**src/rtl/edge_pkg.sv**
```systemverilog
// Shared edge-mode encoding for the edge detector bank.
// Also holds the direction qualifier used by every channel.
package edge_pkg;

    localparam logic [1:0] MODE_OFF  = 2'b00;
    localparam logic [1:0] MODE_RISE = 2'b01;
    localparam logic [1:0] MODE_FALL = 2'b10;
    localparam logic [1:0] MODE_BOTH = 2'b11;

    // new_lvl is the level being entered: 1 means a rising edge.
    function automatic logic edge_enabled(
        input logic [1:0] mode,
        input logic       new_lvl
    );
        logic en;
        en = 1'b0;
        unique case (mode)
            MODE_OFF:  en = 1'b0;
            MODE_RISE: en = new_lvl;
            MODE_FALL: en = ~new_lvl;
            MODE_BOTH: en = 1'b1;
            default:   en = 1'b0;
        endcase
        return en;
    endfunction

endpackage

```
**src/rtl/edge_det_channel.sv**
```systemverilog
// One channel: synchroniser, debounce filter, qualified edge pulse,
// sticky pending flag and saturating event counter.
module edge_det_channel
    import edge_pkg::*;
#(
    parameter int SYNC_STAGES = 2,
    parameter int DEB_CYCLES  = 4,
    parameter int CNT_W       = 8
) (
    input  logic             clk,
    input  logic             rst,
    input  logic             sig_i,
    input  logic [1:0]       mode_i,
    input  logic             clr_i,
    output logic             level_o,
    output logic             pulse_o,
    output logic             pend_o,
    output logic [CNT_W-1:0] cnt_o
);

    localparam int DW = (DEB_CYCLES > 1) ? $clog2(DEB_CYCLES) : 1;
    localparam logic [DW-1:0] DEB_LAST = DW'(DEB_CYCLES - 1);
    localparam logic [CNT_W-1:0] CNT_MAX = '1;

    logic [SYNC_STAGES-1:0] sync_q, sync_d;
    logic [DW-1:0]          deb_q, deb_d;
    logic                   level_q, level_d;
    logic                   pulse_q, pulse_d;
    logic                   pend_q, pend_d;
    logic [CNT_W-1:0]       cnt_q, cnt_d;
    logic                   s;
    logic                   fire;

    assign s = sync_q[SYNC_STAGES-1];

    always_comb begin
        sync_d  = {sync_q[SYNC_STAGES-2:0], sig_i};
        deb_d   = '0;
        level_d = level_q;
        fire    = 1'b0;
        if (s != level_q) begin
            if (deb_q == DEB_LAST) begin
                level_d = s;
                fire    = 1'b1;
            end else begin
                deb_d = deb_q + 1'b1;
            end
        end
        pulse_d = fire & edge_enabled(mode_i, s);
        // A pulse on the clearing edge wins so the event is not lost.
        pend_d  = pulse_d | (pend_q & ~clr_i);
        cnt_d   = cnt_q;
        if (clr_i) begin
            cnt_d = CNT_W'(pulse_d);
        end else if (pulse_d && cnt_q != CNT_MAX) begin
            cnt_d = cnt_q + 1'b1;
        end
    end

    always_ff @(posedge clk) begin
        if (rst) begin
            sync_q  <= '0;
            deb_q   <= '0;
            level_q <= 1'b0;
            pulse_q <= 1'b0;
            pend_q  <= 1'b0;
            cnt_q   <= '0;
        end else begin
            sync_q  <= sync_d;
            deb_q   <= deb_d;
            level_q <= level_d;
            pulse_q <= pulse_d;
            pend_q  <= pend_d;
            cnt_q   <= cnt_d;
        end
    end

    assign level_o = level_q;
    assign pulse_o = pulse_q;
    assign pend_o  = pend_q;
    assign cnt_o   = cnt_q;

endmodule

```
**src/rtl/edge_detector_bank.sv**
```systemverilog
// Bank of N_CH debounced edge detectors with a registered
// counter read port and a combined pending indication.
module edge_detector_bank
    import edge_pkg::*;
#(
    parameter  int N_CH        = 4,
    parameter  int SYNC_STAGES = 2,
    parameter  int DEB_CYCLES  = 4,
    parameter  int CNT_W       = 8,
    localparam int SEL_W       = (N_CH > 1) ? $clog2(N_CH) : 1
) (
    input  logic              clk,
    input  logic              rst,
    input  logic [N_CH-1:0]   sig_i,
    input  logic [2*N_CH-1:0] mode_i,
    input  logic [N_CH-1:0]   clr_i,
    input  logic [SEL_W-1:0]  cnt_sel_i,
    output logic [N_CH-1:0]   level_o,
    output logic [N_CH-1:0]   pulse_o,
    output logic [N_CH-1:0]   pend_o,
    output logic              any_pend_o,
    output logic [CNT_W-1:0]  cnt_o
);

    logic [CNT_W-1:0] cnt_w [N_CH];
    logic [CNT_W-1:0] cnt_q, cnt_d;

    for (genvar c = 0; c < N_CH; c++) begin : g_ch
        edge_det_channel #(
            .SYNC_STAGES (SYNC_STAGES),
            .DEB_CYCLES  (DEB_CYCLES),
            .CNT_W       (CNT_W)
        ) u_ch (
            .clk     (clk),
            .rst     (rst),
            .sig_i   (sig_i[c]),
            .mode_i  (mode_i[2*c+1:2*c]),
            .clr_i   (clr_i[c]),
            .level_o (level_o[c]),
            .pulse_o (pulse_o[c]),
            .pend_o  (pend_o[c]),
            .cnt_o   (cnt_w[c])
        );
    end

    // Out-of-range selects match no channel and read as zero.
    always_comb begin
        cnt_d = '0;
        for (int c = 0; c < N_CH; c++) begin
            if (cnt_sel_i == SEL_W'(c)) begin
                cnt_d = cnt_w[c];
            end
        end
    end

    always_ff @(posedge clk) begin
        if (rst) begin
            cnt_q <= '0;
        end else begin
            cnt_q <= cnt_d;
        end
    end

    assign cnt_o      = cnt_q;
    assign any_pend_o = |pend_o;

endmodule

```
**config.mk**
```make
export PLATFORM = sky130hd
export DESIGN_NAME = edge_detector_bank
export DESIGN_NICKNAME = d
export VERILOG_FILES = /design/src/rtl/edge_pkg.sv /design/src/rtl/edge_det_channel.sv /design/src/rtl/edge_detector_bank.sv
export SDC_FILE = /design/constraint.sdc
export NUM_CORES = 1
export LEC_CHECK = 0
export CAP_MARGIN = 30
export CORE_MARGIN = 2
export CORE_UTILIZATION = 28
export CTS_CLUSTER_SIZE = 30
export DETAILED_ROUTE_END_ITERATION = 8
export GPL_ROUTABILITY_DRIVEN = 0
export SLEW_MARGIN = 40
export SYNTH_ARGS = -nofsm -noshare
export SYNTH_HDL_FRONTEND = slang
export SYNTH_SLANG_ARGS = --single-unit
```
**constraint.sdc**
```tcl
create_clock -name clk -period 3.32 [get_ports clk]
set_input_delay 0.332 -clock clk [delete_from_list [all_inputs] [get_ports clk]]
set_output_delay 0.332 -clock clk [all_outputs]
set_load 0.02 [all_outputs]
```
* Word-level counts from Yosys, hierarchy flattened
Index checks and enable logic that the tools add are counted.
** Storage, ports and cells
- Register bits after elaboration :: 68
- Input port bits :: 20
- Output and inout port bits :: 21
** Cells by class
- $add $sub $neg :: 8
- Eq/ne operators :: 27
- Multiplexer cells :: 24
- Bitwise operators :: 24
- Reductions and logical operators :: 26
** Operators with widths (count)
- $add 8x1->8 const B :: 4
- $mux 8 :: 4
- $ne 8x8->1 const B :: 4
- $eq 2x2->1 const B :: 14
- $mux 1 :: 16
- $pmux 1 s4 :: 4
- $not 1->1 :: 12
- $reduce_or 3->1 :: 4
- $eq 2x1->1 const B :: 5
- $logic_not 2->1 :: 5
- $add 2x1->2 const B :: 4
- $and 1x1->1 :: 8
- $reduce_and 2->1 :: 4
- $reduce_bool 2->1 :: 4
- $reduce_or 2->1 :: 4
- $logic_and 1x1->1 :: 4
- $ne 1x1->1 :: 4
- $or 1x1->1 :: 4
- $reduce_or 4->1 :: 1

* Depth between registers and ports, before layout
- Depth in word-level cells :: 7
- Gate-level depth with buffers :: 5
- Mapped depth without buffers :: 5

* Cells and area by module
Synthesis repeated with hierarchy kept, for this count alone.
** Unflattened totals
- Cell total of the unflattened synthesis :: 335
- Area total of the unflattened synthesis :: 3173.0 um2
** By module, submodules not included
- edge_det_channel :: instances 4, cells each 74, area an instance 685.7 um2, sequential area each 300.3 um2
- edge_detector_bank :: instances 1, cells each 39, area an instance 430.4 um2, sequential area each 160.2 um2

* Worst setup path after synthesis
OpenSTA, ideal clock, no wires.
- Path type :: register -> register
- Start :: register g_ch[0].u_ch.deb_q[0]
- End :: register g_ch[0].u_ch.cnt_q[6]
- Setup time :: 70 ps
- Arrival time :: 1448 ps
- Setup slack :: 1802 ps
- Cell stages (with the launch flop) :: 6
- Path buffers :: 0
- Clock period less this slack :: 1518 ps
- Path through :: dfxtp_1 -> ha_1 -> and4b_1 -> o21ai_1 -> or4_1 -> a21oi_1
** On the way
- Cells in the longest elaborated chain, start to end :: 5
** Ends and longest elaborated chain
- start, declared :: line edge_det_channel.sv:26 : logic [DW-1:0] deb_q, deb_d;
- start signal, assigned :: line edge_det_channel.sv:63 : deb_q <= '0;
- start signal, assigned :: line edge_det_channel.sv:70 : deb_q <= deb_d;
- $eq 2x2->1 :: line edge_det_channel.sv:42 : if (deb_q == DEB_LAST) begin
- $mux 1 :: line edge_det_channel.sv:42
- $mux 1 :: line edge_det_channel.sv:41 : if (s != level_q) begin
- $and 1x1->1 :: line edge_det_channel.sv:49 : pulse_d = fire & edge_enabled(mode_i, s);
- $logic_and 1x1->1 :: line edge_det_channel.sv:55 : end else if (pulse_d && cnt_q != CNT_MAX) begin
- end signal, assigned :: line edge_det_channel.sv:74 : cnt_q <= cnt_d;
- end, declared :: line edge_det_channel.sv:30 : logic [CNT_W-1:0] cnt_q, cnt_d;
Every way passes these cells.
A chain may end at the register's enable or synchronous reset.

* Worst setup path in the final report
- Start :: register g_ch[0].u_ch.pend_q
- End :: output any_pend_o
** On the way
- Cells in the longest elaborated chain, start to end :: 1
** Ends and longest elaborated chain
- start, declared :: line edge_det_channel.sv:29 : logic pend_q, pend_d;
- start signal, assigned :: line edge_det_channel.sv:73 : pend_q <= pend_d;
- $reduce_or 4->1 :: line edge_detector_bank.sv:65 : assign any_pend_o = |pend_o;
- end, declared :: line edge_detector_bank.sv:21 : output logic any_pend_o,
Every way passes these cells.

==> impl_metrics.yaml <==
timing:
  fin_hold_ws_ns: 0.418
  fin_crit_ns: 2.13
  fin_tns_setup_ns: 0
  finalSetupViolCount: 0
  maxSlewViolCount: 0
  tightestPinTransition_ns: 0.607
  finClkSkew_ns: 0.00772
  rsz0062_at_grt: "no"
  max_slew_margin: 0.593
  finalHoldViolations: 0
  period_share: 0.642
  max_freq_mhz: 469
detailed_routing:
  remaining_drc_errors: 0
  via_per_inst: 5.16
  drt_iter0_drc: 189
  wl_per_cell_um: 14.4
  route.vias.total: 2560
  first_pass_iters: 4
  finalWirelength_um: 7150
  antenna_left: 0
yosys:
  ys_seq_area_frac: 0.432
  syn_area_mm2: 0.00315
  ys_types: 45
  avgSynthCellArea_um2: 9.84
  synth_seq_cells: 68
  synthCells: 320
  ys.warnings.count: 0
  async_reset_ff_frac: 0
  synthesis.nets: 348
  synth_edf_count: 0
  ys.flop_type: "dfxtp_1"
worst_setup_path:
  critPathTopFamily: "buffers and inverters"
  regToRegSetupSlack_ns: 1.57
  crit_chain: "or4_1 > clkdlybuf4s50_1"
  cp.buffers_inverters: 1
  required_ns: 2.99
  startpoint_type: "register"
  critical_path.max_fanout: 3
  cp-end-kind: "primary output"
  worstPathArrival_ns: 1.80
  crit_type: "reg2out"
  slowest_stage: "clkdlybuf4s50_1"
  slowest_delay_ns: 0.56
global_routing:
  antenna_found_initial: 0
  grt_pass1_vias: 2348
  grt.total_usage: 0.124
  use_met3: 0.0382
  grt.overflow.total: 0
  top_usage_layer: "met2"
  use_met1: 0.171
  grt_max_degree: 25
  met2_usage: 0.183
  grt_pass1_wl_um: 11500
pwr:
  ir_drop_mv: 0.159
  power_density_mw_per_mm2: 430
  total_power_mw: 1.64
  leakage_nw: 1.40
worst_hold_path:
  hold_class: "reg2reg"
clock_tree:
  clkTransAtPathRegs_ns: 0.07
  cts.repair.resized: 0
  numClockSinks: 68
  clockRootBuffer: "clkbuf_8"
  ctsHtreeMaxLevel: 3
  cts_hold_buf: 0
  cts_buffer_depth: 2
  postCtsSetupBuffers: 0
  numCtsBuffers: 9
  tritoncts: "yes"
  clock_latency_ns: 0.34
cells_and_area:
  synthToLayoutAreaGrowth_pct: 21.1
  nets: 379
  fillers: 1070
  final-instance-count-excl-fill: 496
  drive_gt1_frac: 0.0983
  diodes: 0
placed_design:
  dp.cells: 480
  io_buffers: 40
  hpwl_um: 5270
die:
  num_rows: 38
  die-area_mm2: 0.0121
  die_x_um: 110
  die_h_um: 110
  initial_core_util: 0.289
  core-area_mm2: 0.0109
  io_pins: 41
run_status:
  status: "finished, final reports clean"
flow_run:
  drv_cap: 0
-- state kept, by name, indices dropped and copies added, names as in the netlist --
name	cells
cnt_o	8
g_ch.u_ch.pend_o	4
g_ch.u_ch.pulse_o	4
g_ch.u_ch.sync_q	8
g_ch.u_ch.cnt_o	32
g_ch.u_ch.deb_q	8
g_ch.u_ch.level_o	4
-- path summary, 6_finish.rpt --
kind,startpoint,to,depth (start not counted)
max,g_ch[0].u_ch.pend_o,any_pend_o,2
max reg2reg,g_ch[0].u_ch.deb_q[0],g_ch[0].u_ch.cnt_o[6],5
min,g_ch[0].u_ch.deb_q[0],g_ch[0].u_ch.deb_q[0],1
min reg2reg,g_ch[0].u_ch.deb_q[0],g_ch[0].u_ch.deb_q[0],1
-- per-layer routing --
layer | vias to the layer above | wire length, um
met3 | 9 | 459
met2 | 70 | 3160
met1 | 1212 | 3460
met5 | - | 0
li1 | 1269 | -
met4 | 0 | 72
-- area by class of cell --
type                       instances  area (um^2)  share of cell area
tap                              140          175              0.0459
sequential                        68         1360               0.357
clock buffer                      12          145              0.0381
timing repair buffer              42          415               0.109
inverter                           7         26.3             0.00689
multi-input combinational        223         1620               0.424
clock inverter                     4         72.6              0.0190
-- Yosys cell counts (3+ instances only) --
master | count | area share
dfxtp_1 | 68 | 0.43
nor2_1 | 32 | 0.038
nor2b_1 | 16 | 0.032
a21oi_1 | 15 | 0.024
nand2_1 | 13 | 0.016
buf_4 | 12 | 0.029
o21ai_0 | 11 | 0.017
nand3_1 | 9 | 0.014
o41ai_1 | 9 | 0.025
or3_1 | 9 | 0.018
ha_1 | 8 | 0.032
and4b_1 | 7 | 0.022
clkbuf_1 | 7 | 0.0083
inv_1 | 7 | 0.0083
or4_1 | 7 | 0.017
nand4_1 | 6 | 0.012
o311ai_0 | 6 | 0.017
or2_2 | 6 | 0.012
a31oi_1 | 5 | 0.0099
mux2i_1 | 5 | 0.016
mux4_2 | 5 | 0.036
a21o_1 | 4 | 0.0095
and4_4 | 4 | 0.014
nand3b_1 | 4 | 0.0095
o31ai_1 | 4 | 0.0095
xnor2_1 | 4 | 0.011
a211oi_1 | 3 | 0.0072
a41o_1 | 3 | 0.0095
mux4_1 | 3 | 0.025
or3b_2 | 3 | 0.0083
-- cells by family after synthesis --
| group | Yosys count | synth area share |
|---|---|---|
| buffers and inverters | 29 | 0.0541 |
| xor gates and xnor gates | 4 | 0.0111 |
| AOI/OAI and AO/OA | 70 | 0.154 |
| adders and majority gates | 8 | 0.0318 |
| DFF | 68 | 0.432 |
| and+or+nand+nor | 128 | 0.240 |
| muxes | 13 | 0.0767 |
-- worst reg2reg max path, stage by stage (launching register included) --
cell and delay (ns):
dfxtp_1 0.33, ha_1 0.21, and4b_1 0.26, o21ai_1 0.24
or4_1 0.47, a21oi_1 0.15
-- cells in the final DEF, fill, tap and decap left out, types with 5 or more instances in the layout --
| master | instances |
|---|---|
| o41ai_1 | 9 |
| o21ai_0 | 11 |
| nand4_1 | 6 |
| clkdlybuf4s50_1 | 40 |
| or3_1 | 9 |
| ha_1 | 8 |
| mux2i_1 | 5 |
| and4b_1 | 7 |
| nor2b_1 | 16 |
| inv_1 | 7 |
| clkbuf_8 | 10 |
| mux4_2 | 5 |
| nand3_1 | 9 |
| a31oi_1 | 5 |
| a21oi_1 | 15 |
| or2_2 | 6 |
| or4_1 | 7 |
| nor2_1 | 32 |
| dfxtp_1 | 68 |
| nand2_1 | 13 |
| o311ai_0 | 6 |
-- per-stage QoR --
stage                util  cell area, um^2  worst slack (ns)
global placement    0.330             3590              1.37
detailed placement  0.330             3590              1.37
floorplan               -             3150              1.80
CTS                 0.350             3810              1.17
global route        0.350             3810              1.08
finish              0.350             3810              1.19
-- power by group --
group | switching, mW | total [mW] | internal (mW) | leakage (nW)
sequential | 0.00513 | 0.828 | 0.823 | 0.550
clock | 0.303 | 0.745 | 0.443 | 0.107
combinational | 0.0303 | 0.0669 | 0.0367 | 0.745
total | 0.338 | 1.64 | 1.30 | 1.40
No activity file was read; power rests on OpenSTA's default activity.
